File: src/rtl/spi_shifter_pkg.sv
// spi_shifter_pkg: shared types and helpers for the SPI shift engine.
//   state_e  - shift engine states (IDLE, LOADED, XFER, DONE)
//   eff_len  - effective frame length: 0 or anything above the data width
//              selects the full data width
package spi_shifter_pkg;

  typedef enum logic [1:0] {
    IDLE,
    LOADED,
    XFER,
    DONE
  } state_e;

  function automatic int unsigned eff_len(input int unsigned frame_len,
                                          input int unsigned data_width);
    if (frame_len == 0 || frame_len > data_width) begin
      return data_width;
    end
    return frame_len;
  endfunction

endpackage

File: src/rtl/spi_bit_counter.sv
// spi_bit_counter: saturating bit counter with terminal compare.
//   PCLK    - system clock
//   PRESET  - asynchronous active-high reset
//   clr_i   - synchronous clear (wins over inc_i)
//   inc_i   - increment request; ignored once the count equals len_i
//   len_i   - terminal count
//   cnt_o   - current count
//   term_o  - cnt_o == len_i
module spi_bit_counter #(
  parameter int unsigned CNT_W = 4
) (
  input  logic             PCLK,
  input  logic             PRESET,
  input  logic             clr_i,
  input  logic             inc_i,
  input  logic [CNT_W-1:0] len_i,
  output logic [CNT_W-1:0] cnt_o,
  output logic             term_o
);

  assign term_o = (cnt_o == len_i);

  always_ff @(posedge PCLK or posedge PRESET) begin
    if (PRESET) begin
      cnt_o <= '0;
    end else if (clr_i) begin
      cnt_o <= '0;
    end else if (inc_i && !term_o) begin
      cnt_o <= cnt_o + CNT_W'(1);
    end
  end

endmodule

File: src/rtl/spi_shifter_gen.sv
// spi_shifter_gen: parametrised full-duplex SPI shift engine.
//   PCLK, PRESET            - clock, asynchronous active-high reset
//   ss_i                    - slave select, active low; rising mid-frame aborts
//   load_i, tx_data_i       - start a frame with the given right-aligned word
//   frame_len_i             - bits per frame (0 or > DATA_WIDTH = DATA_WIDTH)
//   lsbfe_i, cpha_i, cpol_i - bit order and SPI mode, latched at load
//   mosi_send_sclk*_i       - send strobes from the SCLK generator
//   miso_receive_sclk*_i    - receive strobes from the SCLK generator
//   miso_i / mosi_o         - serial data in / out
//   rx_data_o, rx_valid_o   - last completed received word and its update pulse
//   busy_o                  - frame pending or in progress
//   abort_o, overrun_o      - one-cycle event pulses
// Build option SPI_SHIFTER_LOOPBACK_EN adds loopback_i, which makes the
// receive path sample mosi_o instead of miso_i.
module spi_shifter_gen
  import spi_shifter_pkg::*;
#(
  parameter int unsigned DATA_WIDTH = 8,
  parameter int unsigned CNT_W      = $clog2(DATA_WIDTH + 1)
) (
  input  logic                  PCLK,
  input  logic                  PRESET,
  input  logic                  ss_i,
  input  logic                  load_i,
  input  logic [DATA_WIDTH-1:0] tx_data_i,
  input  logic [CNT_W-1:0]      frame_len_i,
  input  logic                  lsbfe_i,
  input  logic                  cpha_i,
  input  logic                  cpol_i,
  input  logic                  mosi_send_sclk_i,
  input  logic                  mosi_send_sclk0_i,
  input  logic                  miso_receive_sclk_i,
  input  logic                  miso_receive_sclk0_i,
`ifdef SPI_SHIFTER_LOOPBACK_EN
  input  logic                  loopback_i,
`endif
  input  logic                  miso_i,
  output logic                  mosi_o,
  output logic [DATA_WIDTH-1:0] rx_data_o,
  output logic                  rx_valid_o,
  output logic                  busy_o,
  output logic                  abort_o,
  output logic                  overrun_o
);

  state_e state_q, state_d;

  logic [DATA_WIDTH-1:0] tx_q;
  logic [DATA_WIDTH-1:0] rx_sr;
  logic [DATA_WIDTH-1:0] rx_next;
  logic [CNT_W-1:0]      len_q;
  logic [CNT_W-1:0]      len_eff;
  logic                  lsbfe_q, cpha_q, cpol_q;

  logic [CNT_W-1:0] tx_cnt, rx_cnt;
  logic             tx_term, rx_term;
  logic [CNT_W-1:0] tx_idx;
  logic             tx_bit, rx_bit;

  logic sel0, send_strb, rcv_strb;
  logic start, go, abort, tx_fire, rx_fire, cnt_clr;

  assign len_eff = CNT_W'(eff_len(32'(frame_len_i), DATA_WIDTH));

  assign sel0      = cpha_q ^ cpol_q;
  assign send_strb = sel0 ? mosi_send_sclk0_i    : mosi_send_sclk_i;
  assign rcv_strb  = sel0 ? miso_receive_sclk0_i : miso_receive_sclk_i;

  assign start   = (state_q == IDLE) && load_i;
  assign go      = (state_q == LOADED) && !ss_i;
  assign abort   = ((state_q == LOADED) || (state_q == XFER)) && ss_i;
  // cpha=0 preloads the first bit on LOADED->XFER; that preload counts as a send.
  assign tx_fire = (go && !cpha_q) ||
                   ((state_q == XFER) && !ss_i && send_strb && !tx_term);
  assign rx_fire = (state_q == XFER) && !ss_i && rcv_strb && !rx_term;
  assign cnt_clr = start || abort || (state_q == DONE);

  assign busy_o = (state_q != IDLE);

  assign tx_idx = lsbfe_q ? tx_cnt : (len_q - CNT_W'(1) - tx_cnt);
  assign tx_bit = |(tx_q & (DATA_WIDTH'(1) << tx_idx));

`ifdef SPI_SHIFTER_LOOPBACK_EN
  assign rx_bit = loopback_i ? mosi_o : miso_i;
`else
  assign rx_bit = miso_i;
`endif

  // rx_sr starts cleared, so bits at or above L stay zero in both orders.
  always_comb begin
    rx_next = rx_sr;
    if (lsbfe_q) begin
      rx_next = rx_sr | (DATA_WIDTH'(rx_bit) << rx_cnt);
    end else begin
      rx_next = {rx_sr[DATA_WIDTH-2:0], rx_bit};
    end
  end

  spi_bit_counter #(.CNT_W(CNT_W)) u_tx_cnt (
    .PCLK   (PCLK),
    .PRESET (PRESET),
    .clr_i  (cnt_clr),
    .inc_i  (tx_fire),
    .len_i  (len_q),
    .cnt_o  (tx_cnt),
    .term_o (tx_term)
  );

  spi_bit_counter #(.CNT_W(CNT_W)) u_rx_cnt (
    .PCLK   (PCLK),
    .PRESET (PRESET),
    .clr_i  (cnt_clr),
    .inc_i  (rx_fire),
    .len_i  (len_q),
    .cnt_o  (rx_cnt),
    .term_o (rx_term)
  );

  always_ff @(posedge PCLK or posedge PRESET) begin
    if (PRESET) begin
      state_q <= IDLE;
    end else begin
      state_q <= state_d;
    end
  end

  always_comb begin
    state_d = state_q;
    unique case (state_q)
      IDLE:    if (load_i) state_d = LOADED;
      LOADED:  state_d = ss_i ? IDLE : XFER;
      XFER: begin
        if (ss_i) begin
          state_d = IDLE;
        end else if (rx_term) begin
          state_d = DONE;
        end
      end
      DONE:    state_d = IDLE;
      default: state_d = IDLE;
    endcase
  end

  always_ff @(posedge PCLK or posedge PRESET) begin
    if (PRESET) begin
      tx_q       <= '0;
      rx_sr      <= '0;
      len_q      <= '0;
      lsbfe_q    <= 1'b0;
      cpha_q     <= 1'b0;
      cpol_q     <= 1'b0;
      mosi_o     <= 1'b0;
      rx_data_o  <= '0;
      rx_valid_o <= 1'b0;
      abort_o    <= 1'b0;
      overrun_o  <= 1'b0;
    end else begin
      rx_valid_o <= 1'b0;
      abort_o    <= 1'b0;
      overrun_o  <= load_i && (state_q != IDLE);

      if (start) begin
        tx_q    <= tx_data_i;
        len_q   <= len_eff;
        lsbfe_q <= lsbfe_i;
        cpha_q  <= cpha_i;
        cpol_q  <= cpol_i;
        rx_sr   <= '0;
      end

      if (abort) begin
        abort_o <= 1'b1;
        mosi_o  <= 1'b0;
      end else if (tx_fire) begin
        mosi_o <= tx_bit;
      end

      if (rx_fire) begin
        rx_sr <= rx_next;
      end

      if (state_q == DONE) begin
        rx_data_o  <= rx_sr;
        rx_valid_o <= 1'b1;
        mosi_o     <= 1'b0;
      end
    end
  end

endmodule
File: config.mk
export PLATFORM = sky130hd
export DESIGN_NAME = spi_shifter_gen
export DESIGN_NICKNAME = d
export VERILOG_FILES = /design/src/rtl/spi_shifter_pkg.sv /design/src/rtl/spi_bit_counter.sv /design/src/rtl/spi_shifter_gen.sv
export SDC_FILE = /design/constraint.sdc
export NUM_CORES = 1
export LEC_CHECK = 0
export CAP_MARGIN = 40
export CELL_PAD_IN_SITES_DETAIL_PLACEMENT = 2
export CELL_PAD_IN_SITES_GLOBAL_PLACEMENT = 2
export CORE_ASPECT_RATIO = 1.1
export CORE_MARGIN = 4
export CORE_UTILIZATION = 37
export DETAILED_ROUTE_END_ITERATION = 6
export PLACE_DENSITY_LB_ADDON = 0.08
export SLEW_MARGIN = 25
export SYNTH_ARGS = -nofsm -noshare
export SYNTH_HDL_FRONTEND = slang
export SYNTH_SLANG_ARGS = --single-unit
File: constraint.sdc
create_clock -name PCLK -period 5.1 [get_ports PCLK]
set_clock_uncertainty 0.05 [all_clocks]
set_input_delay 1.02 -clock PCLK [delete_from_list [all_inputs] [get_ports PCLK]]
set_output_delay 1.02 -clock PCLK [all_outputs]
set_load 0.03 [all_outputs]
# [Word level (Yosys, flattened, before mapping)]
# Index checks and enable logic that the tools add are counted.
[classes] addsub=4 n_lt_le_gt_ge=1 eq_ne=7 n_shift=2 muxes=23 bitwise=3 n_reduce_logical=30
[ops] cell="2-to-1 mux 4 bit" n=7
[ops] cell="2-to-1 mux 8 bit" n=3
[ops] cell="logical AND 1 bit" n=12
[ops] cell="adder 4 x 1 -> 4 bit (second input constant)" n=2
[ops] cell="bitwise AND 8 bit" n=1
[ops] cell="== test 4 bit" n=2
[ops] cell="2-to-1 mux 1 bit" n=8
[ops] cell="2-to-1 mux 2 bit" n=4
[ops] cell="bitwise OR 8 bit" n=1
[ops] cell="case mux 2 bit (4 select lines)" n=1
[ops] cell="nonzero test 2 bit" n=4
[ops] cell="OR reduction 8 bit" n=1
[ops] cell="left shift 1 x 4 -> 8 bit" n=1
[ops] cell="left shift 1 x 4 -> 8 bit (first input constant)" n=1
[ops] cell="logical OR 1 bit" n=5
[ops] cell="== test 2 bit (second input constant)" n=2
[ops] cell="greater-than comparator 4 bit (second input constant)" n=1
[ops] cell="logical NOT 1 bit" n=4
[ops] cell="logical NOT 4 bit" n=1
[ops] cell="subtractor 4 x 1 -> 4 bit (second input constant)" n=1
[ops] cell="subtractor 4 bit" n=1
[ops] cell="!= test 3 x 2 -> 1 bit (second input constant)" n=1
[ops] cell="nonzero test 3 bit" n=1
[ops] cell="== test 2 x 1 -> 1 bit (second input constant)" n=1
[ops] cell="4 further kinds" n=4
[totals] ff_bits=45 inputBits=24 out_inout_bits=13 wordCells=84

# [Longest topological paths before layout]
# Gate-level depths: netlist of run 1.
[logic_depth] word_depth=9 ltp_mapped=10 mapped_depth_nobuf=10

# [By module]
# Synthesis of run 1 repeated with hierarchy kept, for this count alone.
[hier_totals] hier_cells=225 hier_area_um2=2427.3
[by_module_without_submodules] module="spi_shifter_gen" instances=1 cells_per_inst=177 area_each_um2=1906.8 seq_area_each_um2=925.9
[by_module_without_submodules] module="spi_bit_counter" instances=2 cells_per_inst=24 area_each_um2=260.2 seq_area_each_um2=100.1

# [Worst setup path before layout of run 1]
# OpenSTA, ideal clock, no wires.
[synth_timing] kind="input-to-reg" startpoint="in ss_i" endpoint="reg u_tx_cnt.cnt_o[3]" setup_time_ns=0.125 t_arrival_ns=1.910 t_required_ns=4.925 path_slack_ns=3.015 path_stages=6 path_buffers=0 path_cell_list="nand3b_1 mux2i_1 o21a_2 and4_1 xnor2_1 nor2_1"
[synth_between] elab_chain_cells=7 elab_cells_between_ends=13 cone_classes="mux: 1; reduce/logical: 12"
[synth_rtl] element="start: declaration" line="spi_shifter_gen.sv:23" source="input logic ss_i,"
[synth_rtl] element="logical NOT 1 bit" line="spi_shifter_gen.sv:70, spi_shifter_gen.sv:74"
[synth_rtl] element="logical AND 1 bit (3 in a row)" line="spi_shifter_gen.sv:74" source="((state_q == XFER) && !ss_i && send_strb && !tx_term);"
[synth_rtl] element="logical OR 1 bit" line="spi_shifter_gen.sv:73" source="assign tx_fire = (go && !cpha_q) ||"
[synth_rtl] element="logical AND 1 bit" line="spi_bit_counter.sv:28" source="end else if (inc_i && !term_o) begin"
[synth_rtl] element="nonzero test 2 bit (no source line)"
[synth_rtl] element="end signal: assignment" line="spi_bit_counter.sv:29" source="cnt_o <= cnt_o + CNT_W'(1);"
[synth_rtl] element="end: declaration" line="spi_bit_counter.sv:17" source="output logic [CNT_W-1:0] cnt_o,"
# Several ways; a longest one is shown, not always the timed one.
# A chain may end at the register's enable or synchronous reset.

# [Worst setup path after layout of run 1]
[layout_timing] startpoint="reg state_q[0]" endpoint="out busy_o"
[layout_between] elab_chain_cells=1
[layout_rtl] element="start: declaration" line="spi_shifter_gen.sv:46" source="state_e state_q, state_d;"
[layout_rtl] element="start signal: assignment" line="spi_shifter_gen.sv:123" source="state_q <= state_d;"
[layout_rtl] element="nonzero test 2 bit" line="spi_shifter_gen.sv:78" source="assign busy_o = (state_q != IDLE);"
[layout_rtl] element="end: declaration" line="spi_shifter_gen.sv:41" source="output logic busy_o,"
# No other way between the ends.

==> metrics.yaml, run 1 <==
hold_path:
  min-delay-start: "tx_q[4]"
  hold-path-endpoint: "tx_q[4]"
  worstHoldPathCells: 1
  worstHoldPathType: "flop to flop"
drt:
  route.met3.wl_um: 174
  wl_met2_um: 3102
  initialDrtViolationCount: 43
  finalWirelength_um: 5694
  final_antenna_net_count: 0
  route.layer.met1.wl_um: 2362
  route.vias.total: 1809
  drt_first_pass_iters: 4
  avgViaCountPerCell: 5.198
  routed.top_layer: "met4"
  wl_per_instance_um: 16.36
  drc: 0
synthesis:
  seq_area_frac_synth: 0.4739
  yosys.cell_types.count: 43
  postSynthRegisterBits: 45
  asyncSetResetFlopFracSynth: 1.000
  postSynthCellCount: 232
  yosys_most_used_dff: "sky130_fd_sc_hd__dfrtp_1"
  netlist_area_um2: 2376
  synth-warning-count: 0
  edff_count_synth: 0
  postSynthAreaPerCell_um2: 10.24
  mappedNetlistNets: 267
timing:
  timing_worst_slew_pin_value_ns: 0.5937
  finalSetupViolations: 0
  clock.fmax_mhz: 349.6
  grt_setup_unrepaired: "no"
  fin_tns_setup_ns: 0
  final.min_clock_period_ns: 2.861
  holdWs_ns: 0.4606
  finalCritPeriodShare: 0.5609
  max-slew-margin-rel: 0.6042
  timing.final.max_slew_violations: 0
  hold_viol_final: 0
layout:
  antenna_cells_inserted: 0
  finished_core_util: 0.4681
  drive_above_1_share: 0.1343
  finish.net_count: 303
  areaGrowthSynthToFinish_pct: 22.01
clocking:
  cts_tree: "yes"
  htree_num_levels: 2
  clock_sinks: 45
  cts_repair_resize_count: 0
  post-cts-setup-buffer-count: 0
  cts.root.buffer_cell: "sky130_fd_sc_hd__clkbuf_8"
  postCtsHoldBufs: 0
  cts.path.max_buffers: 2
  numCtsBuffers: 5
  clk_pin_slew_worst_paths_ns: 0.08
  worstSkewPairLatency_ns: 0.30
worst_setup_path:
  worstReg2RegEnd: "mosi_o"
  timing.critical_path.from_type: "flop"
  critical_path_peak_fanout: 4
  criticalPathCategory: "flop to output port"
  reg2reg_from: "u_tx_cnt.cnt_o[0]"
  timing.critical_path.required_ns: 4.03
  worstPathArrival_ns: 1.79
  r2r_slack_ns: 2.82
  reg2reg_depth: 10
  worstSetupEndpointType: "output port"
power_and_ir_drop:
  peakVddDrop_v: 0.0002043
  power.internal_mw: 0.8986
  share_comb_of_total_power: 0.464
  power_frac_seq: 0.386
  p_sw_mw: 0.5904
  power.switching_fraction: 0.3965
  static_leakage_power_nw: 1.279
  totalPowerFinal_mw: 1.489
  clock_power_share: 0.151
  power_per_cell_area_nw_per_um2: 513.6
flow_run:
  maxCapViolCount: 0
global_route:
  grt_first_pass_wirelength_um: 9846
  grt_remaining_overflow: 0
  grt_start_max_net_pins: 46
  gr_usage_total: 0.1568
  first_global_vias: 1998
  antenna_found_initial: 0
place:
  port_buffers: 36
  gp_congestion: 0.7401
  dp_hpwl_um: 4279
floorplan:
  die_area_um2: 7769
  die_height_um: 92.05
  ios: 37
  chipWidth_um: 84.41
  initial_core_util: 0.3836
  std_cell_rows: 30
  core_um2: 6193
status:
  run_status: "complete, no violations"
-- worst max path at each step --
stage,from,endpoint,depth (start not counted)
floorplan,PRESET,abort_o,1
global placement,ss_i,rx_sr[1],7
detailed placement,load_i,rx_sr[0],4
CTS,state_q[0],busy_o,4
global route,state_q[0],busy_o,4
finish,state_q[0],busy_o,4
-- kinds of logic (layout without fill, tap and decap cells) --
| family | count (synthesis) | in the layout | share of synthesized area |
|---|---|---|---|
| mux | 22 | 22 | 0.1027 |
| simple gates | 86 | 86 | 0.1801 |
| compound gates | 34 | 34 | 0.09374 |
| flops | 45 | 45 | 0.4739 |
| fa+ha+maj | 11 | 11 | 0.06109 |
| xor+xnor | 14 | 14 | 0.05161 |
| buf+inv | 20 | 56 | 0.03686 |
-- critical path, cell delays in order, from the launching register on --
cell and delay [ns]:
sky130_fd_sc_hd__dfrtp_1 0.42, sky130_fd_sc_hd__inv_1 0.10, sky130_fd_sc_hd__ha_1 0.24, sky130_fd_sc_hd__inv_1 0.08, sky130_fd_sc_hd__clkdlybuf4s50_1 0.67
-- flip-flops by register name (all words and copies together) (netlist names) --
name / count
mosi_o: 1
cpol_q: 1
overrun_o: 1
lsbfe_q: 1
rx_valid_o: 1
cpha_q: 1
abort_o: 1
rx_data_o: 8
u_tx_cnt.cnt_o: 4
u_rx_cnt.cnt_o: 4
len_q: 4
state_q: 2
tx_q: 8
rx_sr: 8
-- cell usage in the layout, fill, tap and decap left out, types with 2 or more instances in the layout --
cell / n
sky130_fd_sc_hd__xor2_1: 3
sky130_fd_sc_hd__nand3b_1: 3
sky130_fd_sc_hd__o21ai_0: 5
sky130_fd_sc_hd__nor2_1: 26
sky130_fd_sc_hd__inv_1: 9
sky130_fd_sc_hd__o32ai_1: 2
sky130_fd_sc_hd__xnor2_1: 11
sky130_fd_sc_hd__a22oi_1: 4
sky130_fd_sc_hd__nor3_1: 9
sky130_fd_sc_hd__nor3b_1: 2
sky130_fd_sc_hd__a21oi_1: 13
sky130_fd_sc_hd__dfrtp_1: 45
sky130_fd_sc_hd__ha_1: 10
sky130_fd_sc_hd__nor2b_1: 2
sky130_fd_sc_hd__nor3_2: 2
sky130_fd_sc_hd__nand2_1: 19
sky130_fd_sc_hd__nand2b_1: 6
sky130_fd_sc_hd__mux2_2: 19
sky130_fd_sc_hd__o21ai_1: 2
sky130_fd_sc_hd__nand4_1: 3
sky130_fd_sc_hd__mux2i_1: 3
sky130_fd_sc_hd__nand3_1: 6
sky130_fd_sc_hd__clkbuf_8: 6
sky130_fd_sc_hd__clkdlybuf4s50_1: 36
-- cell usage after synthesis (2+ instances only) --
master                     instances  share of area
sky130_fd_sc_hd__nor2b_1           2         0.0053
sky130_fd_sc_hd__ha_1             10          0.053
sky130_fd_sc_hd__nor3_1            9          0.019
sky130_fd_sc_hd__xnor2_1          11          0.041
sky130_fd_sc_hd__nand3_1           6          0.013
sky130_fd_sc_hd__o21ai_0           5          0.011
sky130_fd_sc_hd__a21oi_1          13          0.027
sky130_fd_sc_hd__clkbuf_1          4         0.0063
sky130_fd_sc_hd__inv_1            10          0.016
sky130_fd_sc_hd__nor3b_1           2         0.0063
sky130_fd_sc_hd__nand2_1          19          0.030
sky130_fd_sc_hd__nor2_1           26          0.041
sky130_fd_sc_hd__nand4_1           3         0.0079
sky130_fd_sc_hd__mux2i_1           3          0.013
sky130_fd_sc_hd__a22oi_1           4          0.013
sky130_fd_sc_hd__nand2b_1          6          0.016
sky130_fd_sc_hd__nand3b_1          3         0.0095
sky130_fd_sc_hd__o21ai_1           2         0.0042
sky130_fd_sc_hd__o32ai_1           2         0.0074
sky130_fd_sc_hd__nor3_2            2         0.0084
sky130_fd_sc_hd__xor2_1            3          0.011
sky130_fd_sc_hd__dfrtp_1          45           0.47
sky130_fd_sc_hd__buf_2             4         0.0084
sky130_fd_sc_hd__mux2_2           19          0.090
-- power groups by stage --
stage	clock network, mW	registers, mW	logic (mW)
after global routing	0.254	0.595	0.768
after global placement	0	0.581	0.672
final	0.224	0.574	0.690
after detailed placement	0	0.586	0.693
after floorplan	0	0.594	0.459
after CTS	0.235	0.579	0.698
-- through the flow --
step | std cells | setup slack, ns | area (um2)
2_1_floorplan | 232 | 2.971 | 2376
3_3_place_gp | 340 | 2.204 | 2798
6_report | 348 | 2.239 | 2899
3_5_place_dp | 340 | 2.151 | 2798
5_1_grt | 348 | 2.130 | 2899
4_1_cts | 347 | 2.213 | 2884
-- area by class of cell --
cell class	instances	area, um2
Clock buffer	7	86.33
Fill cell	674	3294
Inverter	11	41.29
Multi-Input combinational cell	167	1162
Sequential cell	45	1126
Tap cell	80	100.1
Timing Repair Buffer	38	382.9
-- per-layer routing --
layer,GRT usage,vias up
li1,-,869
met5,0,-
met1,0.1818,907
met3,0.03414,6
met4,0.03562,0
met2,0.2928,27
No activity file was read; power rests on OpenSTA's default activity.
==> inputs of run 2 (changes only) <==
CORE_UTILIZATION = 34   (was 37)
clock period = 2.9 ns   (was 5.1 ns; I/O delays follow)
==> metrics.yaml, run 2 (synthesized netlist as in run 1, its figures left out) <==
global_route:
  first_global_vias: 1965  # -1.7%
  busiest_layer: "met2"
  global_route.usage.met3: 0.02852  # -0.005620
  antenna_found_initial: 0  # unchanged
  grt_start_max_net_pins: 46  # unchanged
  grt_remaining_overflow: 0  # unchanged
  met1_usage: 0.1823  # +0.0004910
  met2_usage: 0.2462  # -0.04653
  grt_first_pass_wirelength_um: 9425  # -4.3%
  gr_usage_total: 0.1432  # -0.01365
clocking:
  numCtsBuffers: 5  # unchanged
  cts.root.buffer_cell: "sky130_fd_sc_hd__clkbuf_8"
  htree_num_levels: 2  # unchanged
  cts_repair_resize_count: 0  # unchanged
  cts.path.max_buffers: 2  # unchanged
  clk_pin_slew_worst_paths_ns: 0.08  # about the same
  clock_sinks: 45  # unchanged
  postCtsHoldBufs: 0  # unchanged
  cts_tree: "yes"
  post-cts-setup-buffer-count: 0  # unchanged
  worstSkewPairLatency_ns: 0.30  # about the same
timing:
  timing_worst_slew_pin_value_ns: 0.5760  # -0.01775 ns
  final.min_clock_period_ns: 2.442
  finalCritPeriodShare: 0.8421
  holdWs_ns: 0.4615  # +0.0008840 ns
  grt_setup_unrepaired: "no"
  finalSetupViolations: 0  # unchanged
  timing.final.ws_setup_ns: 0.4579  # -1.782 ns
  max-slew-margin-rel: 0.6160  # +0.01184
  hold_viol_final: 0  # unchanged
  fin_tns_setup_ns: 0  # unchanged
  timing.final.max_slew_violations: 0  # unchanged
  clock.fmax_mhz: 409.5
layout:
  fillers: 724  # +7.4%
  finished_core_util: 0.4394  # -0.02866
  layout.cells.most_common_list: "sky130_fd_sc_hd__dfrtp_1, sky130_fd_sc_hd__clkdlybuf4s50_1, sky130_fd_sc_hd__nor2_1"
  finish.net_count: 304  # +0.33%
  drive_above_1_share: 0.1407  # +0.006412
  antenna_cells_inserted: 0  # unchanged
  biggestRegsByFlops: "rx_data_o (8), rx_sr (8), tx_q (8)"
  areaGrowthSynthToFinish_pct: 23.38
  finish.cell_count_without_fillers: 352  # +1.1%
  final_design_area_no_fill_um2: 2932  # +1.1%
  layout_commonest_cell: "sky130_fd_sc_hd__dfrtp_1"
hold_path:
  worstHoldPathType: "flop to flop"
drt:
  drc: 0  # unchanged
  drt_first_pass_iters: 4  # unchanged
  avgViaCountPerCell: 5.065  # -2.6%
  final_antenna_net_count: 0  # unchanged
  initialDrtViolationCount: 59  # +37%
  finalWirelength_um: 5415  # -4.9%
  wl_per_instance_um: 15.38  # -6.0%
  route.vias.total: 1783  # -1.4%
place:
  post_dp_cell_area_um2: 2815  # +0.63%
  dp_hpwl_um: 4196  # -1.9%
  dp_worst_setup_slack_ns: 0.5038  # -1.647 ns
  port_buffers: 36  # unchanged
  place.detailed.instances: 344  # +1.2%
  gp_congestion: 0.7406  # about the same
worst_setup_path:
  critical_path_peak_fanout: 4  # unchanged
  worstPathArrival_ns: 1.81  # +0.02 ns
  worstSetupEndpointType: "output port"
  timing.critical_path.from_type: "flop"
  timing.critical_path.required_ns: 2.27  # -1.76 ns
  criticalPathCategory: "flop to output port"
flow_run:
  maxCapViolCount: 0  # unchanged
power_and_ir_drop:
  static_leakage_power_nw: 1.295  # +1.2%
  totalPowerFinal_mw: 2.730  # +83%
  peakVddDrop_v: 0.0003528  # +73%
  power_per_cell_area_nw_per_um2: 931.1  # +81%
floorplan:
  chipWidth_um: 87.71  # +3.9%
  std_cell_rows: 31  # +3.3%
  die_area_um2: 8391  # +8.0%
  core_um2: 6671  # +7.7%
  die_height_um: 95.68  # +3.9%
  ios: 37  # unchanged
  initial_core_util: 0.3562  # -0.02748
status:
  run_status: "complete, no violations"
## run 2: layout make-up
type	count	area (um2)	share of cell area
inverter	11	41.29	0.01408
tap	82	102.6	0.03500
clock buffer	7	86.33	0.02945
clock inverter	1	30.03	0.01024
timing repair buffer	39	382.9	0.1306
multi-input combinational	167	1162	0.3965
sequential	45	1126	0.3841
## run 2: layer usage
layer | vias to the layer above | wire [um]
met5 | - | 0
met4 | 0 | 61
met3 | 6 | 182
met2 | 26 | 2654
met1 | 880 | 2517
li1 | 871 | -
## run 2: path summary, 6_finish.rpt
kind / cells past startpoint / start / slack, ns / to
min: 1 / tx_q[4] / 0.46 / tx_q[4]
max reg2reg: 10 / u_tx_cnt.cnt_o[0] / 0.60 / mosi_o
max in group asynchronous: 3 / PRESET / 1.72 / cpha_q
min in group asynchronous: 3 / PRESET / 0.68 / abort_o
min reg2reg: 1 / tx_q[4] / 0.46 / tx_q[4]
max: 4 / state_q[0] / 0.46 / busy_o
## run 2: where the power goes
group	leakage, nW	total (mW)	switching, mW	internal [mW]
Sequential	0.592	1.01	0.186	0.824
Clock	0.0585	0.491	0.210	0.281
Combinational	0.644	1.23	0.657	0.571
## run 2: worst max-delay path: stages, from the launching register on
cell and delay, ns:
sky130_fd_sc_hd__dfrtp_1 0.42, sky130_fd_sc_hd__inv_1 0.11, sky130_fd_sc_hd__ha_1 0.24, sky130_fd_sc_hd__inv_1 0.08
sky130_fd_sc_hd__clkdlybuf4s50_1 0.67
==> inputs of run 3 (changes only) <==
CORE_UTILIZATION = 31   (was 34)
clock period = 2.15 ns   (was 2.9 ns; I/O delays follow)
==> metrics.yaml, run 3 (synthesized netlist as in run 1, its figures left out) <==
power_and_ir_drop:
  peakVddDrop_v: 0.0004599  # +30%
  power_per_cell_area_nw_per_um2: 1247  # +34%
  static_leakage_power_nw: 1.393  # +7.6%
  totalPowerFinal_mw: 3.907  # +43%
layout:
  finished_core_util: 0.4192  # -0.02020
  antenna_cells_inserted: 0  # unchanged
  layout_commonest_cell: "sky130_fd_sc_hd__dfrtp_1"
  fillers: 807  # +11%
  multi_input_area_um2: 1204  # +3.6%
  finish.net_count: 320  # +5.3%
  ff_latch_area_um2: 1126  # unchanged
  biggestRegsByFlops: "rx_data_o (8), rx_sr (8), tx_q (8)"
  drive_above_1_share: 0.2203  # +0.07954
  areaGrowthSynthToFinish_pct: 31.86
  layout.cells.most_common_list: "sky130_fd_sc_hd__dfrtp_1, sky130_fd_sc_hd__clkdlybuf4s50_1, sky130_fd_sc_hd__nor2_1"
floorplan:
  ios: 37  # unchanged
  die_area_um2: 9131  # +8.8%
  std_cell_rows: 33  # +6.5%
  chipWidth_um: 91.48  # +4.3%
  die_height_um: 99.82  # +4.3%
  initial_core_util: 0.3179  # -0.03822
  core_um2: 7473  # +12%
global_route:
  grt_start_max_net_pins: 27  # -41%
  first_global_vias: 2089  # +6.3%
  gr_usage_total: 0.1468  # +0.003656
  grt_remaining_overflow: 0  # unchanged
  antenna_found_initial: 0  # unchanged
  grt_first_pass_wirelength_um: 10490  # +11%
hold_path:
  worstHoldPathType: "primary input to asynchronous set/reset pin"
clocking:
  cts.root.buffer_cell: "sky130_fd_sc_hd__clkbuf_8"
  clock_sinks: 45  # unchanged
  cts_tree: "yes"
  numCtsBuffers: 5  # unchanged
  htree_num_levels: 2  # unchanged
  cts.path.max_buffers: 2  # unchanged
  worstSkewPairLatency_ns: 0.30  # about the same
  clk_pin_slew_worst_paths_ns: 0.09  # about the same
worst_setup_path:
  worstSetupEndpointType: "flop"
  critical_path_peak_fanout: 4  # unchanged
  worstPathArrival_ns: 2.27  # +0.46 ns
  timing.critical_path.from_type: "flop"
  timing.critical_path.required_ns: 2.33  # +0.06 ns
  criticalPathCategory: "flop to flop"
timing:
  hold_viol_final: 0  # unchanged
  finalCritPeriodShare: 0.9715
  max-slew-margin-rel: 0.6805  # +0.06451
  finalSetupViolations: 0  # unchanged
  grt_setup_unrepaired: "yes"
  timing.final.max_slew_violations: 0  # unchanged
  timing_worst_slew_pin_value_ns: 0.4792  # -0.09677 ns
  clock.fmax_mhz: 478.8
  final.min_clock_period_ns: 2.089
  timing.final.ws_setup_ns: 0.06128  # -0.3967 ns
flow_run:
  maxCapViolCount: 0  # unchanged
place:
  port_buffers: 36  # unchanged
  dp_hpwl_um: 4719  # +12%
  dp_worst_setup_slack_ns: -0.04305  # -0.5469 ns
  gp_congestion: 0.7647  # +3.3%
drt:
  initialDrtViolationCount: 56  # -5.1%
  wl_per_instance_um: 15.32  # -0.41%
  finalWirelength_um: 5990  # +11%
  final_antenna_net_count: 0  # unchanged
  drc: 0  # unchanged
  route.vias.total: 1858  # +4.2%
  avgViaCountPerCell: 4.752  # -6.2%
  drt_first_pass_iters: 4  # unchanged
status:
  run_status: "complete, no violations"
[run 3: path summary, 6_finish.rpt]
check	from	endpoint	slack, ns	cells past startpoint
setup / recovery	u_tx_cnt.cnt_o[2]	mosi_o	0.06	8
hold / removal	PRESET	rx_data_o[6]	0.25	2
setup reg to reg	u_tx_cnt.cnt_o[2]	mosi_o	0.06	8
hold reg to reg	rx_data_o[1]	rx_data_o[1]	0.46	1
max in group asynchronous	PRESET	tx_q[0]	1.23	3
min in group PCLK	rx_data_o[1]	rx_data_o[1]	0.46	1
[run 3: layer usage]
| layer | share of wire | wire length, um | track usage | up-vias |
|---|---|---|---|---|
| met5 | 0 | 0 | 0 | - |
| met1 | 0.42 | 2539 | 0.1687 | 927 |
| met4 | 0.015 | 91 | 0.04872 | 0 |
| met2 | 0.53 | 3200 | 0.2760 | 27 |
| met3 | 0.026 | 158 | 0.02324 | 6 |
| li1 | - | - | - | 898 |
[run 3: cell type report]
class,instances,share of cell area
multi-input combinational,167,0.3842
sequential,45,0.3594
clock buffer,7,0.02756
clock inverter,1,0.009585
inverter,11,0.01318
timing repair buffer,55,0.1641
tap,105,0.04193
[run 3: report_power, final]
group | switching (mW) | internal [mW]
sequential | 0.197 | 1.11
clock | 0.294 | 0.379
combinational | 1.01 | 0.910
[run 3: stage by stage]
stage                     hold WS, ns  setup TNS (ns)  cell area, um2  std cells
after floorplan                0.4299               0            2376        232
after global placement         0.4387        -0.03891            2962        381
after detailed placement       0.4447        -0.09321            2962        381
after CTS                      0.2415               0            3084        390
after global routing           0.2499        -0.09495            3133        391
final                          0.2510               0            3133        391
[run 3: critical path, stage by stage, from the launching register on]
cell,delay (ns)
sky130_fd_sc_hd__dfrtp_1,0.37
sky130_fd_sc_hd__inv_1,0.08
sky130_fd_sc_hd__ha_1,0.35
sky130_fd_sc_hd__and3_1,0.21
sky130_fd_sc_hd__or3_1,0.34
sky130_fd_sc_hd__a21oi_1,0.19
sky130_fd_sc_hd__xnor2_1,0.17
sky130_fd_sc_hd__nand4_1,0.11
sky130_fd_sc_hd__a21boi_1,0.14
[run 3: repair_timing]
action / 4_1_cts / 5_1_grt
gates resized for setup: 1 / 9
setup endpoints to repair: 2 / 1
pin swaps: 0 / 7
buffers inserted: 1 / 1
hold buffers: 0 / 0
